--- config.mk ---
export PLATFORM = sky130hd
export DESIGN_NAME = ring_osc_freq_meter_flat
export DESIGN_NICKNAME = d
export VERILOG_FILES = /design/src/rtl/ring_osc_freq_meter_if.sv /design/src/rtl/ring_osc_freq_meter.sv /design/src/flat_wrapper.sv
export SDC_FILE = /design/constraint.sdc
export NUM_CORES = 1
export LEC_CHECK = 0
export CORE_MARGIN = 2
export CORE_UTILIZATION = 42
export DETAILED_ROUTE_END_ITERATION = 10
export PLACE_DENSITY = 0.64
export SKIP_LAST_GASP = 1
export SLEW_MARGIN = 20
export SYNTH_ARGS = -nofsm -noshare
export SYNTH_HDL_FRONTEND = slang
export SYNTH_SLANG_ARGS = --single-unit
--- constraint.sdc ---
create_clock -name clk -period 2.45 [get_ports clk]
set_input_delay 0.3675 -clock clk [delete_from_list [all_inputs] [get_ports clk]]
set_output_delay 0.3675 -clock clk [all_outputs]
set_load 0.005 [all_outputs]
--- src/rtl/ring_osc_freq_meter_if.sv ---
// Control/result bundle for the ring-oscillator frequency meter.
// master = sequencer/host side, slave = meter.
interface ring_osc_freq_meter_if #(
    parameter int NUM_CH      = 4,
    parameter int COUNT_WIDTH = 16
);
    localparam int CH_W = (NUM_CH > 1) ? $clog2(NUM_CH) : 1;

    logic                   ena;
    logic                   start;
    logic [CH_W-1:0]        ch_sel;
    logic [4:0]             gate_log2;
    logic                   continuous;
    logic                   busy;
    logic [COUNT_WIDTH-1:0] result;
    logic                   overflow;
    logic                   result_valid;

    modport master (
        output ena, start, ch_sel, gate_log2, continuous,
        input  busy, result, overflow, result_valid
    );

    modport slave (
        input  ena, start, ch_sel, gate_log2, continuous,
        output busy, result, overflow, result_valid
    );
endinterface

--- src/rtl/ring_osc_freq_meter.sv ---
// Enables one ring, lets it settle, then counts its synchronised rising edges
// over a 2^g clk gate window and publishes the (saturating) count.
//
// state  | meaning
// IDLE   | all rings off, waiting for start with ena
// SETTLE | selected ring running, not counted yet
// GATE   | counting edges for 2^g cycles
// DONE   | result published this cycle; rearm or return to IDLE
module ring_osc_freq_meter #(
    parameter int NUM_CH        = 4,
    parameter int COUNT_WIDTH   = 16,
    parameter int GATE_MAX_LOG2 = 20,
    parameter int SETTLE_CYCLES = 16,
    parameter int SYNC_STAGES   = 2
) (
    input  logic                 clk,
    input  logic                 rst_n,
    input  logic [NUM_CH-1:0]    osc_in,
    output logic [NUM_CH-1:0]    osc_en,
    ring_osc_freq_meter_if.slave ctl
);
    localparam int CH_W  = (NUM_CH > 1) ? $clog2(NUM_CH) : 1;
    localparam int CHX_W = CH_W + 1;
    localparam int GW    = GATE_MAX_LOG2 + 1;
    localparam int SW    = (SETTLE_CYCLES > 1) ? $clog2(SETTLE_CYCLES) : 1;

    localparam logic [CHX_W-1:0] CH_MAX_X = CHX_W'(NUM_CH - 1);
    localparam logic [CH_W-1:0]  CH_MAX   = CH_W'(NUM_CH - 1);
    localparam logic [4:0]       G_MAX    = 5'(GATE_MAX_LOG2);

    typedef enum logic [1:0] {S_IDLE, S_SETTLE, S_GATE, S_DONE} state_t;

    state_t                 state, state_nxt;
    logic                   accept, enter_gate, finish;

    logic [NUM_CH-1:0]      sync_q [SYNC_STAGES];
    logic [NUM_CH-1:0]      sync_d;
    logic [NUM_CH-1:0]      edge_vec;
    logic                   edge_sel;

    logic [CH_W-1:0]        ch_q, ch_clamped;
    logic [4:0]             gate_q, gate_clamped;
    logic [SW-1:0]          settle_cnt;
    logic [GW-1:0]          gate_cnt, gate_len_m1;
    logic [COUNT_WIDTH-1:0] edge_cnt, cnt_final;
    logic                   sat, sat_final, cnt_full;

    // Edges faster than clk/2 alias; the meter does not try to detect that.
    always_ff @(posedge clk or negedge rst_n) begin
        if (!rst_n) begin
            for (int i = 0; i < SYNC_STAGES; i++) sync_q[i] <= '0;
            sync_d <= '0;
        end else begin
            sync_q[0] <= osc_in;
            for (int i = 1; i < SYNC_STAGES; i++) sync_q[i] <= sync_q[i-1];
            sync_d <= sync_q[SYNC_STAGES-1];
        end
    end

    assign edge_vec = sync_q[SYNC_STAGES-1] & ~sync_d;
    assign edge_sel = edge_vec[ch_q];

    assign ch_clamped   = ({1'b0, ctl.ch_sel} > CH_MAX_X) ? CH_MAX : ctl.ch_sel;
    assign gate_clamped = (ctl.gate_log2 > G_MAX) ? G_MAX : ctl.gate_log2;
    assign gate_len_m1  = (GW'(1) << gate_q) - GW'(1);

    assign cnt_full  = &edge_cnt;
    assign cnt_final = (edge_sel && !cnt_full) ? edge_cnt + 1'b1 : edge_cnt;
    assign sat_final = sat | (edge_sel & cnt_full);

    always_ff @(posedge clk or negedge rst_n) begin
        if (!rst_n) state <= S_IDLE;
        else        state <= state_nxt;
    end

    always_comb begin
        state_nxt  = state;
        accept     = 1'b0;
        enter_gate = 1'b0;
        finish     = 1'b0;
        osc_en     = '0;
        ctl.busy   = (state != S_IDLE);
        if (state != S_IDLE) osc_en[ch_q] = 1'b1;
        unique case (state)
            S_IDLE: begin
                if (ctl.ena && ctl.start) begin
                    state_nxt = S_SETTLE;
                    accept    = 1'b1;
                end
            end
            S_SETTLE: begin
                if (!ctl.ena) begin
                    state_nxt = S_IDLE;
                end else if (settle_cnt == '0) begin
                    state_nxt  = S_GATE;
                    enter_gate = 1'b1;
                end
            end
            S_GATE: begin
                if (!ctl.ena) begin
                    state_nxt = S_IDLE;
                end else if (gate_cnt == '0) begin
                    state_nxt = S_DONE;
                    finish    = 1'b1;
                end
            end
            S_DONE: begin
                if (ctl.ena && ctl.continuous) begin
                    state_nxt  = S_GATE;
                    enter_gate = 1'b1;
                end else begin
                    state_nxt = S_IDLE;
                end
            end
            default: state_nxt = S_IDLE;
        endcase
    end

    // Result is registered on the last gate cycle so it and result_valid
    // are both visible during DONE, including that cycle's edge.
    always_ff @(posedge clk or negedge rst_n) begin
        if (!rst_n) begin
            ch_q             <= '0;
            gate_q           <= '0;
            settle_cnt       <= '0;
            gate_cnt         <= '0;
            edge_cnt         <= '0;
            sat              <= 1'b0;
            ctl.result       <= '0;
            ctl.overflow     <= 1'b0;
            ctl.result_valid <= 1'b0;
        end else begin
            ctl.result_valid <= finish;
            if (accept) begin
                ch_q       <= ch_clamped;
                gate_q     <= gate_clamped;
                settle_cnt <= SW'(SETTLE_CYCLES - 1);
            end else if (state == S_SETTLE && settle_cnt != '0) begin
                settle_cnt <= settle_cnt - 1'b1;
            end
            if (enter_gate) begin
                edge_cnt <= '0;
                sat      <= 1'b0;
                gate_cnt <= gate_len_m1;
            end else if (state == S_GATE) begin
                edge_cnt <= cnt_final;
                sat      <= sat_final;
                if (gate_cnt != '0) gate_cnt <= gate_cnt - 1'b1;
            end
            if (finish) begin
                ctl.result   <= cnt_final;
                ctl.overflow <= sat_final;
            end
        end
    end
endmodule

--- src/flat_wrapper.sv ---
// flat-port wrapper written by rule: the top's interface ports become plain ports
module ring_osc_freq_meter_flat 
#(
    parameter int NUM_CH        = 4,
    parameter int COUNT_WIDTH   = 16,
    parameter int GATE_MAX_LOG2 = 20,
    parameter int SETTLE_CYCLES = 16,
    parameter int SYNC_STAGES   = 2
)
  (clk, rst_n, osc_in, osc_en, ctl_ena, ctl_start, ctl_ch_sel, ctl_gate_log2, ctl_continuous, ctl_busy, ctl_result, ctl_overflow, ctl_result_valid);
  ring_osc_freq_meter_if #(.NUM_CH(NUM_CH), .COUNT_WIDTH(COUNT_WIDTH)) ctl_i ();
  input  logic clk;
  input  logic rst_n;
  input  logic [NUM_CH-1:0] osc_in;
  output logic [NUM_CH-1:0] osc_en;
  input wire logic [$bits(ctl_i.ena)-1:0] ctl_ena;
  input wire logic [$bits(ctl_i.start)-1:0] ctl_start;
  input wire logic [$bits(ctl_i.ch_sel)-1:0] ctl_ch_sel;
  input wire logic [$bits(ctl_i.gate_log2)-1:0] ctl_gate_log2;
  input wire logic [$bits(ctl_i.continuous)-1:0] ctl_continuous;
  output wire logic [$bits(ctl_i.busy)-1:0] ctl_busy;
  output wire logic [$bits(ctl_i.result)-1:0] ctl_result;
  output wire logic [$bits(ctl_i.overflow)-1:0] ctl_overflow;
  output wire logic [$bits(ctl_i.result_valid)-1:0] ctl_result_valid;
  assign ctl_i.ena = ctl_ena;
  assign ctl_i.start = ctl_start;
  assign ctl_i.ch_sel = ctl_ch_sel;
  assign ctl_i.gate_log2 = ctl_gate_log2;
  assign ctl_i.continuous = ctl_continuous;
  assign ctl_busy = ctl_i.busy;
  assign ctl_result = ctl_i.result;
  assign ctl_overflow = ctl_i.overflow;
  assign ctl_result_valid = ctl_i.result_valid;
  ring_osc_freq_meter #(.NUM_CH(NUM_CH), .COUNT_WIDTH(COUNT_WIDTH), .GATE_MAX_LOG2(GATE_MAX_LOG2), .SETTLE_CYCLES(SETTLE_CYCLES), .SYNC_STAGES(SYNC_STAGES)) u_core (.clk(clk), .rst_n(rst_n), .osc_in(osc_in), .osc_en(osc_en), .ctl(ctl_i));
endmodule
After elaboration in Yosys (flattened, before gate mapping)
Index checks and enable logic that the tools add are counted.
W data, S select, Z words.
- bits of input ports: 16
- word-level logic and storage cells: 81
- output and inout port bits: 23
- register bits: 81
- shift-type cells: 1
- add/subtract/negate cells: 4
- bitwise gates (word level): 4
- mux-type cells: 32
- magnitude comparators: 3
- eq/ne operators: 6
- reduce and logical (&&, ||, !) cells: 18
- operator list (cell ; count):
    $mux W21 ; 3
    $mux W16 ; 3
    $logic_not A21 Y1 ; 1
    $reduce_bool A21 Y1 ; 1
    $shl A1 B5 Y21 const A ; 1
    $sub A21 B1 Y21 const B ; 1
    $sub A21 B2 Y21 const B ; 1
    $add A16 B1 Y16 const B ; 1
    $reduce_and A16 Y1 ; 1
    $mux W1 ; 12
    $mux W2 ; 6
    $mux W4 ; 3
    $pmux W2 S4 ; 1
    $reduce_bool A2 Y1 ; 4
    $ne A3 B2 Y1 const B ; 2
    $gt A5 B5 Y1 const B ; 1
    $logic_and A1 B1 Y1 ; 5
    $mux W5 ; 1
    $and A4 B4 Y4 ; 1
    $eq A2 B2 Y1 const B ; 2
    $logic_not A4 Y1 ; 1
    $not A4 Y4 ; 1
    $reduce_bool A4 Y1 ; 1
    $sub A4 B1 Y4 const B ; 1
    other kinds (13) ; 13

Logic depth before layout (Yosys ltp)
Gate-level depths: netlist of the first run.
- word-level depth: 8
- mapped depth: 10
- gate-level depth less buffers: 9

Least setup slack after synthesis of the first run
OpenSTA, ideal clock, no wires.
- path type: register to register
- start point: reg u_core.gate_q[3]
- end point: reg u_core.gate_cnt[18]
- clock period less this slack: 2030 ps
- library setup time: 137 ps
- slack: 420 ps
- path buffers: 1
- arrival: 1893 ps
- stages on the path, launching flop included: 10
- required time: 2313 ps
- cell sequence: dfrtp_1 -> clkbuf_1 -> nor3_1 -> nand3b_1 -> ha_1 -> and2_1 -> o21ai_0 -> o21ai_0 -> a221oi_1 -> a21oi_1
- cells in the longest elaborated chain, start to end: 3
- ends and longest elaborated chain (item ; RTL line ; source):
    from (decl) ; ring_osc_freq_meter.sv:42 ; logic [4:0] gate_q, gate_clamped;
    from (signal assigned) ; ring_osc_freq_meter.sv:136 ; gate_q <= gate_clamped;
    $shl A1 B5 Y21 ; ring_osc_freq_meter.sv:65 ; assign gate_len_m1 = (GW'(1) << gate_q) - GW'(1);
    $sub A21 B2 Y21 ; ring_osc_freq_meter.sv:65 ;
    $mux W21 ; ring_osc_freq_meter.sv:141 ; if (enter_gate) begin
    to (signal assigned) ; ring_osc_freq_meter.sv:144 ; gate_cnt <= gate_len_m1;
    to (signal assigned) ; ring_osc_freq_meter.sv:148 ; if (gate_cnt != '0) gate_cnt <= gate_cnt - 1'b1;
    to (decl) ; ring_osc_freq_meter.sv:44 ; logic [GW-1:0] gate_cnt, gate_len_m1;
Every way passes these cells.
A chain may end at the register's enable or synchronous reset.

Worst setup path in the final report of the first run
- start point: reg u_core.settle_cnt[0]
- end point: reg u_core.edge_cnt[1]
- cells in the longest elaborated chain, start to end: 5
- elaborated cells between the ends (all ways): 6
- classes of those cells: 4 x mux; 2 x reduce/logical
- ends and longest elaborated chain (item ; RTL line ; source):
    from (decl) ; ring_osc_freq_meter.sv:43 ; logic [SW-1:0] settle_cnt;
    from (signal assigned) ; ring_osc_freq_meter.sv:137 ; settle_cnt <= SW'(SETTLE_CYCLES - 1);
    from (signal assigned) ; ring_osc_freq_meter.sv:139 ; settle_cnt <= settle_cnt - 1'b1;
    $logic_not A4 Y1 * ; ring_osc_freq_meter.sv:94 ; end else if (settle_cnt == '0) begin
    $mux W1 * ; ring_osc_freq_meter.sv:94 ;
    $mux W1 * ; ring_osc_freq_meter.sv:92 ; if (!ctl.ena) begin
    $pmux W1 S2 * ; ring_osc_freq_meter.sv:84 ; unique case (state)
    $mux W16 / $reduce_bool A2 Y1 (equally long branches) ; n/a ;
    to (signal assigned) ; ring_osc_freq_meter.sv:146 ; edge_cnt <= cnt_final;
    to (decl) ; ring_osc_freq_meter.sv:45 ; logic [COUNT_WIDTH-1:0] edge_cnt, cnt_final;
Every way passes the cells marked *; elsewhere a longest branch is shown, timed or not.

==> impl_metrics.ini, run 1 <==
[global_routing]
grt_pass1_vias = 3407
grt_overflow_total = 0
grt_usage_pct = 17.37
antenna_found_initial = 0
grt_start_max_net_pins = 46
grt_pass1_wl_mm = 16.17

[sta]
fin_skew_ns = 0.01560
tightest_slew_ns = 0.4986
setup_violations = 0
period_share_pct = 92.10
layout_min_cycle_time_ns = 2.256
rsz0062_at_grt = no
fmax_mhz = 443.2
hold_violations = 0
slew_viol_final = 0
finalSetupTns_ns = 0
relSlewSlack_pct = 66.76
fin_hold_ws_ns = 0.3534

[route]
viasPerCell = 5.510
wire_per_inst_um = 14.34
drt_drc_violations_left = 0
drt_pass1_iterations = 5
drtIter0Drc = 289
ant_nets = 0
routed-via-count = 3565
routed_wl_mm = 9.279

[setup_path]
crit_required_ns = 2.70
critPathLaunchType = flop
worst-path-max-fanout = 9
worst_setup_path_end_kind = flop
crit_type = flop to flop
critPathArrivalTime_ns = 2.51

[finish]
antenna_cells = 0
area_growth_pct = 15.76
drive_above_1_share_pct = 12.92
nNetsFinal = 526
fin_util_pct = 50.16
fin_area_sq_mm = 0.005201

[clock_tree]
cts_hold_buf = 1
cts_tree = done
cts_num_sinks = 81
clk_pin_slew_ns = 0.09
cts_buffers = 9
root_buffer = clkbuf_8
cts.path.max_buffers = 2
clk_latency_ns = 0.37
postCtsSetupBuffers = 0
htreeDepth = 3
cts_resized = 0

[floorplan]
dieWidth_um = 107.4
boundaryPins = 39
initial_utilization_pct = 43.33
coreArea_sq_mm = 0.01037
die_area_sq_mm = 0.01154
core.rowCount = 37
dieHeight_um = 107.4

[power_and_ir_drop]
totalPowerFinal_uw = 3255
pwr_density_cell_mw_per_mm2 = 625.9
ir_worst_vdd_mv = 0.2917
leakage_uw = 0.001982

[synth]
async_flop_share_pct = 100.0
synth_cell_types = 73
ys_warn_count = 0
synth_enable_flop_cells = 0
syn_avg_cell_area_sq_um = 9.519
synth_fp_nets = 492
syn-cell-area_sq_mm = 0.004493
ys.flop_type = dfrtp_1
synth_cells = 472
synth-seq-cells = 81
synth-seq-area-share_pct = 45.11

[flow_run]
cap_violations = 0

[outcome]
status = finished clean

[placed_design]
io_buffer_count = 38
post_dp_cell_area_sq_mm = 0.005005
place_congestion = 0.8405
dpl.hpwl_mm = 6.453

[min_path]
min-delay-path-class = flop to flop
Yosys cell counts, drive strengths merged, types with 12 or more instances:
cell type / n / area (sq um)
a31oi: 20 / 125.1
nor2: 33 / 126.4
clkbuf: 14 / 52.55
a21oi: 21 / 105.1
dfrtp: 81 / 2027
xnor2: 20 / 175.2
o21ai: 44 / 254.0
inv: 13 / 48.80
nand2: 62 / 237.7
nor3: 12 / 81.33
nand3: 18 / 102.6
buf: 14 / 98.84
power breakdown:
group / leakage [uW] / internal [uW] / total, uW / switching, uW
registers: 0.000938 / 1470 / 1630 / 161
clock network: 0.0000855 / 404 / 932 / 528
logic: 0.000959 / 298 / 688 / 390
routing by layer:
metal | track usage [%] | part of all wire, % | up-vias
li1 | - | - | 1783
met2 | 25.86 | 43 | 81
met4 | 6.777 | 1.5 | 0
met5 | 0 | 0 | -
met3 | 2.482 | 4.1 | 11
met1 | 25.54 | 51 | 1690
cell type report:
type	count	area, sq um
well taps	136	170.2
flip-flops and latches	81	2027
multi-input cells	349	2262
clock inverters	6	48.80
repair buffers	51	503.0
inverters	14	52.55
fillers	970	5169
clock buffers	10	137.6
flip-flops by register name (all words and copies together) (netlist names):
register and flops:
u_core.gate_cnt 21, u_core.ctl.result_valid 1, u_core.ctl.result 16, u_core.gate_q 5
u_core.ch_q 2, u_core.state 2, u_core.sync_d 4, u_core.sync_q 8
u_core.edge_cnt 16, u_core.ctl.overflow 1, u_core.sat 1, u_core.settle_cnt 4
stage by stage:
step / setup slack (ns) / instances
after floorplan: 0.4200 / 472
after global placement: 0.2722 / 630
after CTS: 0.2030 / 647
final: 0.1937 / 647
after detailed placement: 0.2348 / 630
after global routing: 0.04373 / 647
placed cells by master (no fill, tap or decap), drive strengths merged, types with 4 or more instances in the layout:
| cell type | instances |
|---|---|
| dfrtp | 81 |
| nand2 | 62 |
| o21ai | 44 |
| clkdlybuf4s50 | 37 |
| nor2 | 33 |
| a21oi | 21 |
| a31oi | 20 |
| xnor2 | 20 |
| nand3 | 18 |
| inv | 15 |
| buf | 13 |
| nor3 | 12 |
| xor2 | 10 |
| clkbuf | 10 |
| nor4 | 10 |
| and3 | 8 |
| or3 | 8 |
| nor3b | 5 |
| and2 | 5 |
| a41oi | 5 |
| a211oi | 5 |
| a22o | 4 |
| ha | 4 |
| nand4 | 4 |
| o31ai | 4 |
cell families (layout without fill, tap and decap cells):
| group | after synthesis | after routing | share of synthesized area [%] |
|---|---|---|---|
| XOR/XNOR | 30 | 30 | 5.848 |
| buffers and inverters | 42 | 81 | 4.539 |
| adder cells (fa/ha/maj) | 4 | 4 | 1.114 |
| AO/OA/AOI/OAI | 124 | 124 | 18.74 |
| flip-flops | 81 | 81 | 45.11 |
| multiplexers | 5 | 5 | 1.197 |
| AND/OR/NAND/NOR | 186 | 186 | 23.45 |
final timing paths:
path | start | end | slack (ns) | depth (start not counted)
worst max-delay path | u_core.settle_cnt[0] | u_core.edge_cnt[1] | 0.19 | 8
worst min-delay path | u_core.sync_q[7] | u_core.sync_q[3] | 0.35 | 0
worst max register to register | u_core.settle_cnt[0] | u_core.edge_cnt[1] | 0.19 | 8
worst min register to register | u_core.sync_q[7] | u_core.sync_q[3] | 0.35 | 0
max in group asynchronous | rst_n | u_core.gate_q[1] | 1.31 | 3
min in group asynchronous | rst_n | u_core.edge_cnt[7] | 0.50 | 2
worst max-delay path, stage by stage, from the launching register on:
cell and delay, ns:
dfrtp_1 0.39, inv_1 0.10, ha_1 0.20, or3b_1 0.39, o21ai_0 0.22, nand3_1 0.12, nand2_1 0.32, o21ai_1 0.17
a32o_1 0.24
Note: power is estimated with default switching activity, not from simulation.
==> run 2, diff against run 1 <==
GPL_ROUTABILITY_DRIVEN = 0   (was unset)
MAX_ROUTING_LAYER = met4   (was unset)
==> run 2 against run 1 <==
  * Sequential cell count is the same
  * Critical endpoint unchanged
  * Global-route usage increased by 0.50 points
  * Combinational power barely moved
  * Final cell count unchanged
  * Die area did not move
  * Non-clock buffer count is the same
  * Sequential share of layout area unchanged
  * Largest cell class unchanged
==> impl_metrics.ini, run 2 (same netlist as run 1, synthesis figures left out) <==
[sta]
fmax_mhz = 443.8
period_share_pct = 91.98
slew_viol_final = 0
layout_min_cycle_time_ns = 2.253
relSlewSlack_pct = 66.71
fin_hold_ws_ns = 0.3528
rsz0062_at_grt = no
hold_violations = 0
setup_violations = 0
fin_skew_ns = 0.01649
finalSetupTns_ns = 0
tightest_slew_ns = 0.4994

[setup_path]
crit_type = flop to flop
worst_setup_path_end_kind = flop
worst-path-max-fanout = 9
critPathArrivalTime_ns = 2.50
critPathLaunchType = flop
crit_required_ns = 2.70

[global_routing]
antenna_found_initial = 0
grt_start_max_net_pins = 46
grt_pass1_vias = 3400
grt_overflow_total = 0
grt_pass1_wl_mm = 16.17
grt_usage_pct = 17.87

[floorplan]
coreArea_sq_mm = 0.01037
boundaryPins = 39
initial_utilization_pct = 43.33
core.rowCount = 37
dieWidth_um = 107.4
die_area_sq_mm = 0.01154
dieHeight_um = 107.4

[clock_tree]
clk_pin_slew_ns = 0.09
clk_latency_ns = 0.37
htreeDepth = 3
root_buffer = clkbuf_8
cts_hold_buf = 1
postCtsSetupBuffers = 0
cts_resized = 0
cts_buffers = 9
cts_tree = done
cts_num_sinks = 81
cts.path.max_buffers = 2

[power_and_ir_drop]
ir_worst_vdd_mv = 0.2906
pwr_density_cell_mw_per_mm2 = 624.6
leakage_uw = 0.001982

[route]
viasPerCell = 5.512
routed_wl_mm = 9.280
drtIter0Drc = 250
ant_nets = 0
drt_drc_violations_left = 0
routed-via-count = 3566
wire_per_inst_um = 14.34
drt_pass1_iterations = 4

[min_path]
min-delay-path-class = flop to flop

[finish]
antenna_cells = 0
layout_commonest_cell = dfrtp_1
fin_util_pct = 50.16
largest-register = u_core.gate_cnt
nNetsFinal = 526
drive_above_1_share_pct = 12.92
top_regs = u_core.gate_cnt (21), u_core.ctl.result (16), u_core.edge_cnt (16)
layout_common_cells = dfrtp_1 (81), nand2_1 (60), clkdlybuf4s50_1 (37)
fillerInstances = 970
area_growth_pct = 15.76
largest_reg_flops = 21

[flow_run]
cap_violations = 0

[outcome]
status = finished clean

[placed_design]
dpl.hpwl_mm = 6.453
io_buffer_count = 38
-- run 2: per-stage QoR --
stage	power [uW]	setup slack [ns]	area, sq um	std cells
floorplan	2138	0.4200	4493	472
global placement	2317	0.2722	5005	630
detailed placement	2341	0.2348	5005	630
CTS	3278	0.2030	5201	647
global route	3446	0.04375	5201	647
finish	3249	0.1965	5201	647
-- run 2: final cells by class --
cell class / count / area [sq um] / share of cell area [%]
timing repair buffer: 51 / 503.0 / 9.670
multi-input combinational: 349 / 2262 / 43.49
sequential: 81 / 2027 / 38.97
inverter: 14 / 52.55 / 1.010
clock inverter: 6 / 48.80 / 0.9382
clock buffer: 10 / 137.6 / 2.646
tap: 136 / 170.2 / 3.272
-- run 2: worst max-delay path, stage by stage, from the launching register on --
cell	delay, ns
dfrtp_1	0.39
inv_1	0.09
ha_1	0.20
or3b_1	0.39
o21ai_0	0.22
nand3_1	0.12
nand2_1	0.32
o21ai_1	0.17
a32o_1	0.24
-- run 2: layer usage --
metal  GRT usage [%]  wire (um)  vias up
li1                -          -     1782
met1           25.74       4682     1685
met2           25.77       4011       87
met3           2.542        448       12
met4           6.502        138        0
met5               -          0        -
-- run 2: worst paths after layout --
kind | startpoint | to | slack (ns) | cells after the start
worst max register to register | u_core.settle_cnt[0] | u_core.edge_cnt[1] | 0.20 | 8
worst min register to register | u_core.sync_q[7] | u_core.sync_q[3] | 0.35 | 0
max in group asynchronous | rst_n | u_core.gate_q[1] | 1.31 | 3
worst max-delay path | u_core.settle_cnt[0] | u_core.edge_cnt[1] | 0.20 | 8
worst min-delay path | u_core.sync_q[7] | u_core.sync_q[3] | 0.35 | 0
min in group asynchronous | rst_n | u_core.edge_cnt[7] | 0.50 | 2
-- run 2: where the power goes --
| part | switching, uW | internal, uW |
|---|---|---|
| registers | 160 | 1470 |
| logic | 389 | 298 |
| clock network | 523 | 404 |
| total | 1070 | 2180 |
